### src/rtl/mul_div_unit_if.sv
// +--------------------------------------------------------------------+
// | mul_div_if                                                         |
// | Start/busy/done handshake and operand/result bus for mul_div_unit. |
// | Revision: 1.0                                                      |
// +--------------------------------------------------------------------+
`default_nettype none

interface mul_div_if #(
  parameter int DATA_WIDTH = 16
);
  logic                  start;
  logic                  op;
  logic [DATA_WIDTH-1:0] a;
  logic [DATA_WIDTH-1:0] b;
  logic                  busy;
  logic                  done;
  logic [DATA_WIDTH-1:0] result_lo;
  logic [DATA_WIDTH-1:0] result_hi;
  logic                  div_by_zero;

  modport master (
    output start, op, a, b,
    input  busy, done, result_lo, result_hi, div_by_zero
  );

  modport slave (
    input  start, op, a, b,
    output busy, done, result_lo, result_hi, div_by_zero
  );
endinterface

`default_nettype wire

### src/rtl/mul_div_unit.sv
// +--------------------------------------------------------------------+
// | mul_div_unit                                                       |
// | Iterative unsigned multiply (shift-add) / divide (restoring).      |
// | Revision: 1.0                                                      |
// +--------------------------------------------------------------------+
`default_nettype none

module mul_div_unit #(
  parameter int DATA_WIDTH = 16
) (
  input  wire logic clk,
  input  wire logic rst,
  mul_div_if.slave  bus
);

  localparam int CNT_W = (DATA_WIDTH > 1) ? $clog2(DATA_WIDTH) : 1;
  localparam logic [CNT_W-1:0] C_LAST = CNT_W'(DATA_WIDTH - 1);

  localparam logic [1:0] S_IDLE = 2'd0;
  localparam logic [1:0] S_RUN  = 2'd1;
  localparam logic [1:0] S_DONE = 2'd2;

  logic [1:0]            r_state;
  logic [CNT_W-1:0]      r_cnt;
  logic                  r_op;
  logic [DATA_WIDTH-1:0] r_opb;
  logic [DATA_WIDTH-1:0] r_hi;
  logic [DATA_WIDTH-1:0] r_lo;
  logic [DATA_WIDTH-1:0] r_result_lo;
  logic [DATA_WIDTH-1:0] r_result_hi;
  logic                  r_dbz;

  logic                  w_accept;
  logic [DATA_WIDTH:0]   w_mul_sum;
  logic [DATA_WIDTH:0]   w_div_shift;
  logic [DATA_WIDTH:0]   w_div_diff;
  logic                  w_qbit;
  logic [DATA_WIDTH-1:0] w_next_hi;
  logic [DATA_WIDTH-1:0] w_next_lo;

  assign w_accept = bus.start && ((r_state == S_IDLE) || (r_state == S_DONE));

  // r_hi holds the upper accumulator (mul) or partial remainder (div);
  // r_lo holds the multiplier (mul) or dividend shifting into quotient (div).
  always_comb begin
    w_mul_sum   = {1'b0, r_hi} + (r_lo[0] ? {1'b0, r_opb} : '0);
    w_div_shift = {r_hi, r_lo[DATA_WIDTH-1]};
    w_div_diff  = w_div_shift - {1'b0, r_opb};
    w_qbit      = ~w_div_diff[DATA_WIDTH];
    w_next_hi   = '0;
    w_next_lo   = '0;
    if (r_op) begin
      w_next_hi = w_qbit ? w_div_diff[DATA_WIDTH-1:0] : w_div_shift[DATA_WIDTH-1:0];
      w_next_lo = {r_lo[DATA_WIDTH-2:0], w_qbit};
    end else begin
      w_next_hi = w_mul_sum[DATA_WIDTH:1];
      w_next_lo = {w_mul_sum[0], r_lo[DATA_WIDTH-1:1]};
    end
  end

  always_ff @(posedge clk or posedge rst) begin
    if (rst) begin
      r_state     <= S_IDLE;
      r_cnt       <= '0;
      r_op        <= 1'b0;
      r_opb       <= '0;
      r_hi        <= '0;
      r_lo        <= '0;
      r_result_lo <= '0;
      r_result_hi <= '0;
      r_dbz       <= 1'b0;
    end else if (r_state == S_RUN) begin
      r_hi  <= w_next_hi;
      r_lo  <= w_next_lo;
      r_cnt <= r_cnt + 1'b1;
      if (r_cnt == C_LAST) begin
        r_result_lo <= w_next_lo;
        r_result_hi <= w_next_hi;
        r_state     <= S_DONE;
      end
    end else if (w_accept) begin
      r_op  <= bus.op;
      r_opb <= bus.b;
      r_hi  <= '0;
      r_lo  <= bus.a;
      r_cnt <= '0;
      r_dbz <= 1'b0;
      if (bus.op && (bus.b == '0)) begin
        r_result_lo <= '1;
        r_result_hi <= bus.a;
        r_dbz       <= 1'b1;
        r_state     <= S_DONE;
      end else begin
        r_state <= S_RUN;
      end
    end else begin
      r_state <= S_IDLE;
    end
  end

  assign bus.busy        = (r_state == S_RUN);
  assign bus.done        = (r_state == S_DONE);
  assign bus.result_lo   = r_result_lo;
  assign bus.result_hi   = r_result_hi;
  assign bus.div_by_zero = r_dbz;

endmodule

`default_nettype wire

### src/flat_wrapper.sv
// flat-port wrapper written by rule: the top's interface ports become plain ports
module mul_div_unit_flat 
#(
  parameter int DATA_WIDTH = 16
)
  (clk, rst, bus_start, bus_op, bus_a, bus_b, bus_busy, bus_done, bus_result_lo, bus_result_hi, bus_div_by_zero);
  mul_div_if #(.DATA_WIDTH(DATA_WIDTH)) bus_i ();
  input  wire logic clk;
  input  wire logic rst;
  input wire logic [$bits(bus_i.start)-1:0] bus_start;
  input wire logic [$bits(bus_i.op)-1:0] bus_op;
  input wire logic [$bits(bus_i.a)-1:0] bus_a;
  input wire logic [$bits(bus_i.b)-1:0] bus_b;
  output wire logic [$bits(bus_i.busy)-1:0] bus_busy;
  output wire logic [$bits(bus_i.done)-1:0] bus_done;
  output wire logic [$bits(bus_i.result_lo)-1:0] bus_result_lo;
  output wire logic [$bits(bus_i.result_hi)-1:0] bus_result_hi;
  output wire logic [$bits(bus_i.div_by_zero)-1:0] bus_div_by_zero;
  assign bus_i.start = bus_start;
  assign bus_i.op = bus_op;
  assign bus_i.a = bus_a;
  assign bus_i.b = bus_b;
  assign bus_busy = bus_i.busy;
  assign bus_done = bus_i.done;
  assign bus_result_lo = bus_i.result_lo;
  assign bus_result_hi = bus_i.result_hi;
  assign bus_div_by_zero = bus_i.div_by_zero;
  mul_div_unit #(.DATA_WIDTH(DATA_WIDTH)) u_core (.clk(clk), .rst(rst), .bus(bus_i));
endmodule
### config.mk
export PLATFORM = sky130hd
export DESIGN_NAME = mul_div_unit_flat
export DESIGN_NICKNAME = d
export VERILOG_FILES = /design/src/rtl/mul_div_unit_if.sv /design/src/rtl/mul_div_unit.sv /design/src/flat_wrapper.sv
export SDC_FILE = /design/constraint.sdc
export NUM_CORES = 1
export LEC_CHECK = 0
export CORE_ASPECT_RATIO = 1.5
export CORE_UTILIZATION = 50
export DETAILED_ROUTE_END_ITERATION = 8
export GPL_ROUTABILITY_DRIVEN = 0
export HOLD_SLACK_MARGIN = 0.12
export PLACE_DENSITY = 0.73
export SLEW_MARGIN = 30
export SYNTH_ARGS = -nofsm -noshare
export SYNTH_HDL_FRONTEND = slang
export SYNTH_SLANG_ARGS = --single-unit
### constraint.sdc
create_clock -name clk -period 3.6 [get_ports clk]
set_input_delay 0.72 -clock clk [delete_from_list [all_inputs] [get_ports clk]]
set_output_delay 0.72 -clock clk [all_outputs]
set_load 0.005 [all_outputs]
# Word level (Yosys, flattened, before mapping)
# Index checks and enable logic that the tools add are counted.
# Widths: inputs -> output; s select.
[classes]
addsub = 3
n_mul = 0
n_div = 0
order_cmp = 0
eq_ne = 4
shifts = 0
n_mux = 23
bitwise_logic = 2
reduce_logical = 9
[op_table]
columns = ["op", "n"]
rows = [
  ["$mux 16", 16],
  ["$add 16x17->17", 1],
  ["$sub 17x16->17", 1],
  ["$logic_not 16->1", 1],
  ["$mux 2", 4],
  ["$mux 4", 2],
  ["$add 4x1->4 const B", 1],
  ["$eq 4x4->1 const B", 1],
  ["$reduce_bool 2->1", 2],
  ["$reduce_and 3->1", 1],
  ["$eq 2x1->1 const B", 1],
  ["$eq 2x2->1 const B", 1],
  ["$logic_and 1x1->1", 2],
  ["$logic_not 2->1", 1],
  ["$ne 2x1->1 const B", 1],
  ["$not 1->1", 2],
  ["$reduce_and 2->1", 1],
  ["$logic_or 1x1->1", 1],
  ["$mux 1", 1],
]
[totals]
ff_bits = 88
latch_bits = 0
ram_bits = 0
romBits = 0
input_bits = 36
out_inout_bits = 35
elab_cells = 50
memories = 0

# Longest topological paths before layout
[logic_depth]
depth_word = 5
mapped_depth = 13

# Worst setup path after synthesis
# OpenSTA, ideal clock, no wires.
[synth_timing]
kind = "register to register"
startpoint = "register u_core.r_lo[15]"
endpoint = "register u_core.r_result_hi[3] (netlist: u_core.bus.result_hi[3])"
setup_time_ps = 128
arrival_ps = 2696
required_time_ps = 3472
setup_slack_ps = 776
path_stages_with_launch = 13
n_path_buf = 0
period_less_slack_ps = 2824
cell_sequence = "dfrtp_1 inv_1 ha_1 inv_1 fa_1 a211o_1 a21oi_2 a211o_2 nand2_4 xor2_4 mux2_4 a221oi_2 o21ai_1"
[synth_via]
elab_chain_cells = 5
[synth_rtl]
columns = ["element", "line_no", "source"]
rows = [
  ["start, declared", "mul_div_unit.sv:28", "logic [DATA_WIDTH-1:0] r_lo;"],
  ["start signal, assigned", "mul_div_unit.sv:74", "r_lo <= w_next_lo;"],
  ["start signal, assigned", "mul_div_unit.sv:85", "r_lo <= bus.a;"],
  ["$sub 17x16->17", "mul_div_unit.sv:48", "w_div_diff = w_div_shift - {1'b0, r_opb};"],
  ["$mux 16", "mul_div_unit.sv:53", "w_next_hi = w_qbit ? w_div_diff[DATA_WIDTH-1:0] : w_div_shift[DATA_WIDTH-1:0];"],
  ["$mux 16", "mul_div_unit.sv:52", "if (r_op) begin"],
  ["$mux 16", "mul_div_unit.sv:76", "if (r_cnt == C_LAST) begin"],
  ["$mux 16", "mul_div_unit.sv:72", "end else if (r_state == S_RUN) begin"],
  ["end signal, assigned", "mul_div_unit.sv:78", "r_result_hi <= w_next_hi;"],
  ["end signal, assigned", "mul_div_unit.sv:90", "r_result_hi <= bus.a;"],
  ["end, declared", "mul_div_unit.sv:30", "logic [DATA_WIDTH-1:0] r_result_hi;"],
]
# No other way between the ends. The select of a mux whose other input is x is not followed.
# A chain may end at the register's enable or synchronous reset.

# Worst setup path in the final report
[layout_timing]
startpoint = "register u_core.r_lo[15]"
endpoint = "register u_core.r_result_hi[1] (netlist: u_core.bus.result_hi[1])"
# The elaborated chain is that of the path after synthesis.

==> results_dict.tcl <==
set metrics [dict create \
    setup_tns_ps 0 \
    period_needed_ps 3354 \
    fin_ws_ps 246.4 \
    synth.largest_area_cell "dfrtp_1" \
    dr_total_vias 5248 \
    firstDrtPassIters 6 \
    viasPerCell 6.067 \
    areaGrowthSynthToFinish_pct 20.55 \
    final_cell_mix "dfrtp_1, nand2_1, clkdlybuf4s50_1" \
    core-area_um2 11110 \
    clockRootBuffer "clkbuf_16" \
    cpPeakStageDelay_ps 610 \
    synth_cells 649 \
    yosysWarningCount 0 \
    synth_flop_cell "dfrtp_1" \
    ys_async_sr_fraction_pct 100.0 \
    antenna_found_initial 0 \
    synth_seq_cells 88 \
    grt_pass1_wl_um 26150 \
    cp.required_ps 3870 \
    clk_latency_ps 350 \
    port_buffers 70 \
    cp_max_fo 16 \
    dp_hpwl_um 11630 \
    ir_drop_mv 0.4491 \
    rows 47 \
    maxCapViolCount 0 \
    startpoint_type "flop" \
    slowest_stage "xnor2_2" \
    final_nets 784 \
    io-pin-count 71 \
    insertedDiodeCount 0 \
    slew_violations 0 \
    avgSynthCellArea_um2 8.837 \
    final_common_cell "dfrtp_1" \
    skew_ps 7.930 \
    die_x_um 89.45 \
    grt_pass1_vias 5236 \
    path_class "flop to flop" \
    yosysSeqAreaShare_pct 38.39 \
    start_util_pct 51.60 \
    yosys-top-cells-area "dfrtp_1, ha_1, nand2_1" \
    die_area_um2 11910 \
    cts_hold_buf 0 \
    tightest_slew_ps 1004 \
    crit_top_cell "inv_1" \
    period_share_pct 93.16 \
    cts_setup_buffers 0 \
    wire_per_inst_um 18.76 \
    critPathArrivalTime_ps 3630 \
    syn_area_um2 5736 \
    slew_headroom_pct 32.88 \
    htreeDepth 3 \
    drive_gt1_share_pct 7.660 \
    outcome "finished, final reports clean" \
    grt_max_degree 50 \
    gr-total-overflow 0 \
    antenna_left 0 \
    die-height_um 133.2 \
    hold_viol_final 0 \
    syn_nets 720 \
    p_per_area_nw_per_um2 1203 \
    clockBufferDepth 2 \
    synth_edf_count 0 \
    synth_cell_types 72 \
    synth_top_area_share_pct 38.39 \
    wl_um 16230 \
    clkTransAtPathRegs_ps 70 \
    crit_chain "inv_1, ha_1, inv_1, fa_1, a211o_1, a21oi_2, a211o_2, nand2_4, xnor2_2, nand2_1, a311o_1, a31oi_1" \
    cts_made_buffers 9 \
    track_usage_pct 29.10 \
    cts_sinks 88 \
    rsz0062_at_grt "false" \
    fmax_ghz 0.2982 \
    drt_drc_violations_left 0 \
    drtIter0Drc 404 \
    setup_viol 0 \
    p_leak_uw 0.002988 \
    r2r_slack_ps 250 \
    cts.repair.resized 0 \
    hold_path.class "flop to flop" \
    tritoncts "yes" \
    post-place-ws_ps 121.0 \
    end_kind "flop" \
]
power by group:
group	internal, µW	switching (µW)	leakage, µW
Clock	496	443	0.000133
Combinational	2390	3040	0.00182
Sequential	1500	449	0.00103
Total	4380	3930	0.00299
logic make-up after synthesis:
| group | Yosys count | share of synthesized area, % |
|---|---|---|
| adders and majority gates | 35 | 7.897 |
| buffers and inverters | 66 | 4.821 |
| AOI/OAI and AO/OA | 220 | 25.33 |
| DFF | 88 | 38.39 |
| xor gates and xnor gates | 20 | 3.512 |
| and+or+nand+nor | 203 | 16.99 |
| muxes | 17 | 3.054 |
critical path, delay by kind of cell, from the launching register on:
family,cells,cell delay [ps]
fa+ha+maj,2,600
compound gates,5,1310
xor+xnor,1,610
flops,1,380
simple gates,2,240
buf+inv,2,140
synth_stat cells (3+ instances only):
| cell | n |
|---|---|
| xnor2_1 | 14 |
| a31oi_1 | 19 |
| a311o_1 | 3 |
| o22ai_1 | 5 |
| dfrtp_1 | 88 |
| a211oi_1 | 9 |
| nor2b_1 | 7 |
| nand3b_1 | 4 |
| o21a_1 | 4 |
| o21ai_1 | 7 |
| a221o_1 | 6 |
| and3_1 | 7 |
| a22oi_1 | 13 |
| xor2_1 | 4 |
| buf_4 | 5 |
| a22o_1 | 6 |
| nand2_1 | 81 |
| o21bai_1 | 4 |
| and2_1 | 18 |
| nor2_1 | 47 |
| o31ai_1 | 3 |
| a21o_1 | 11 |
| nand3_1 | 8 |
| clkbuf_1 | 21 |
| a211o_1 | 4 |
| ha_1 | 33 |
| nor3_1 | 7 |
| inv_1 | 33 |
| a21oi_2 | 3 |
| buf_1 | 4 |
| a21oi_1 | 46 |
| mux2i_1 | 16 |
| o21ai_0 | 52 |
| nand2b_1 | 4 |
cell type report:
class                      count  area, µm²
timing repair buffer          86      845.8
sequential                    88       2202
tap                          147      183.9
clock inverter                 6      51.30
inverter                      33      125.1
fill                         925       4200
multi-input combinational    495       3267
clock buffer                  10      239.0
final timing paths:
kind                                            end  cells past startpoint                     start
max                         u_core.bus.result_hi[1]                     12           u_core.r_lo[15]
min                        u_core.bus.result_lo[13]                      2  u_core.bus.result_lo[13]
max reg2reg                 u_core.bus.result_hi[1]                     12           u_core.r_lo[15]
min reg2reg                u_core.bus.result_lo[13]                      2  u_core.bus.result_lo[13]
max in group asynchronous           u_core.r_opb[4]                      3                       rst
min in group asynchronous            u_core.r_lo[2]                      2                       rst
metrics by stage:
stage | area (µm²) | power [µW] | utilization (%) | cells | hold WS [ps]
3_3_place_gp | 6624 | 7074 | 59.60 | 849 | 472.9
2_1_floorplan | 5736 | 5687 | - | 649 | 457.7
3_5_place_dp | 6624 | 7235 | 59.60 | 849 | 476.8
4_1_cts | 6914 | 8250 | 62.21 | 865 | 492.8
6_report | 6914 | 8316 | 62.21 | 865 | 489.1
5_1_grt | 6914 | 8932 | 62.21 | 865 | 524.7
layer usage:
metal / part of all wire [%] / wire, µm / vias up / global-route usage (%)
met5: 0 / 0 / - / 0
met4: 3.4 / 549 / 0 / 13.84
li1: - / - / 2469 / -
met2: 51 / 8327 / 169 / 50.13
met1: 41 / 6631 / 2570 / 34.93
met3: 4.4 / 719 / 40 / 4.151
registers in the layout, indices dropped and copies added (netlist names):
signal,flops
u_core.bus.result_lo,16
u_core.r_state,2
u_core.bus.result_hi,16
u_core.r_op,1
u_core.bus.div_by_zero,1
u_core.r_hi,16
u_core.r_cnt,4
u_core.r_opb,16
u_core.r_lo,16
(Power assumes the default switching activity.)
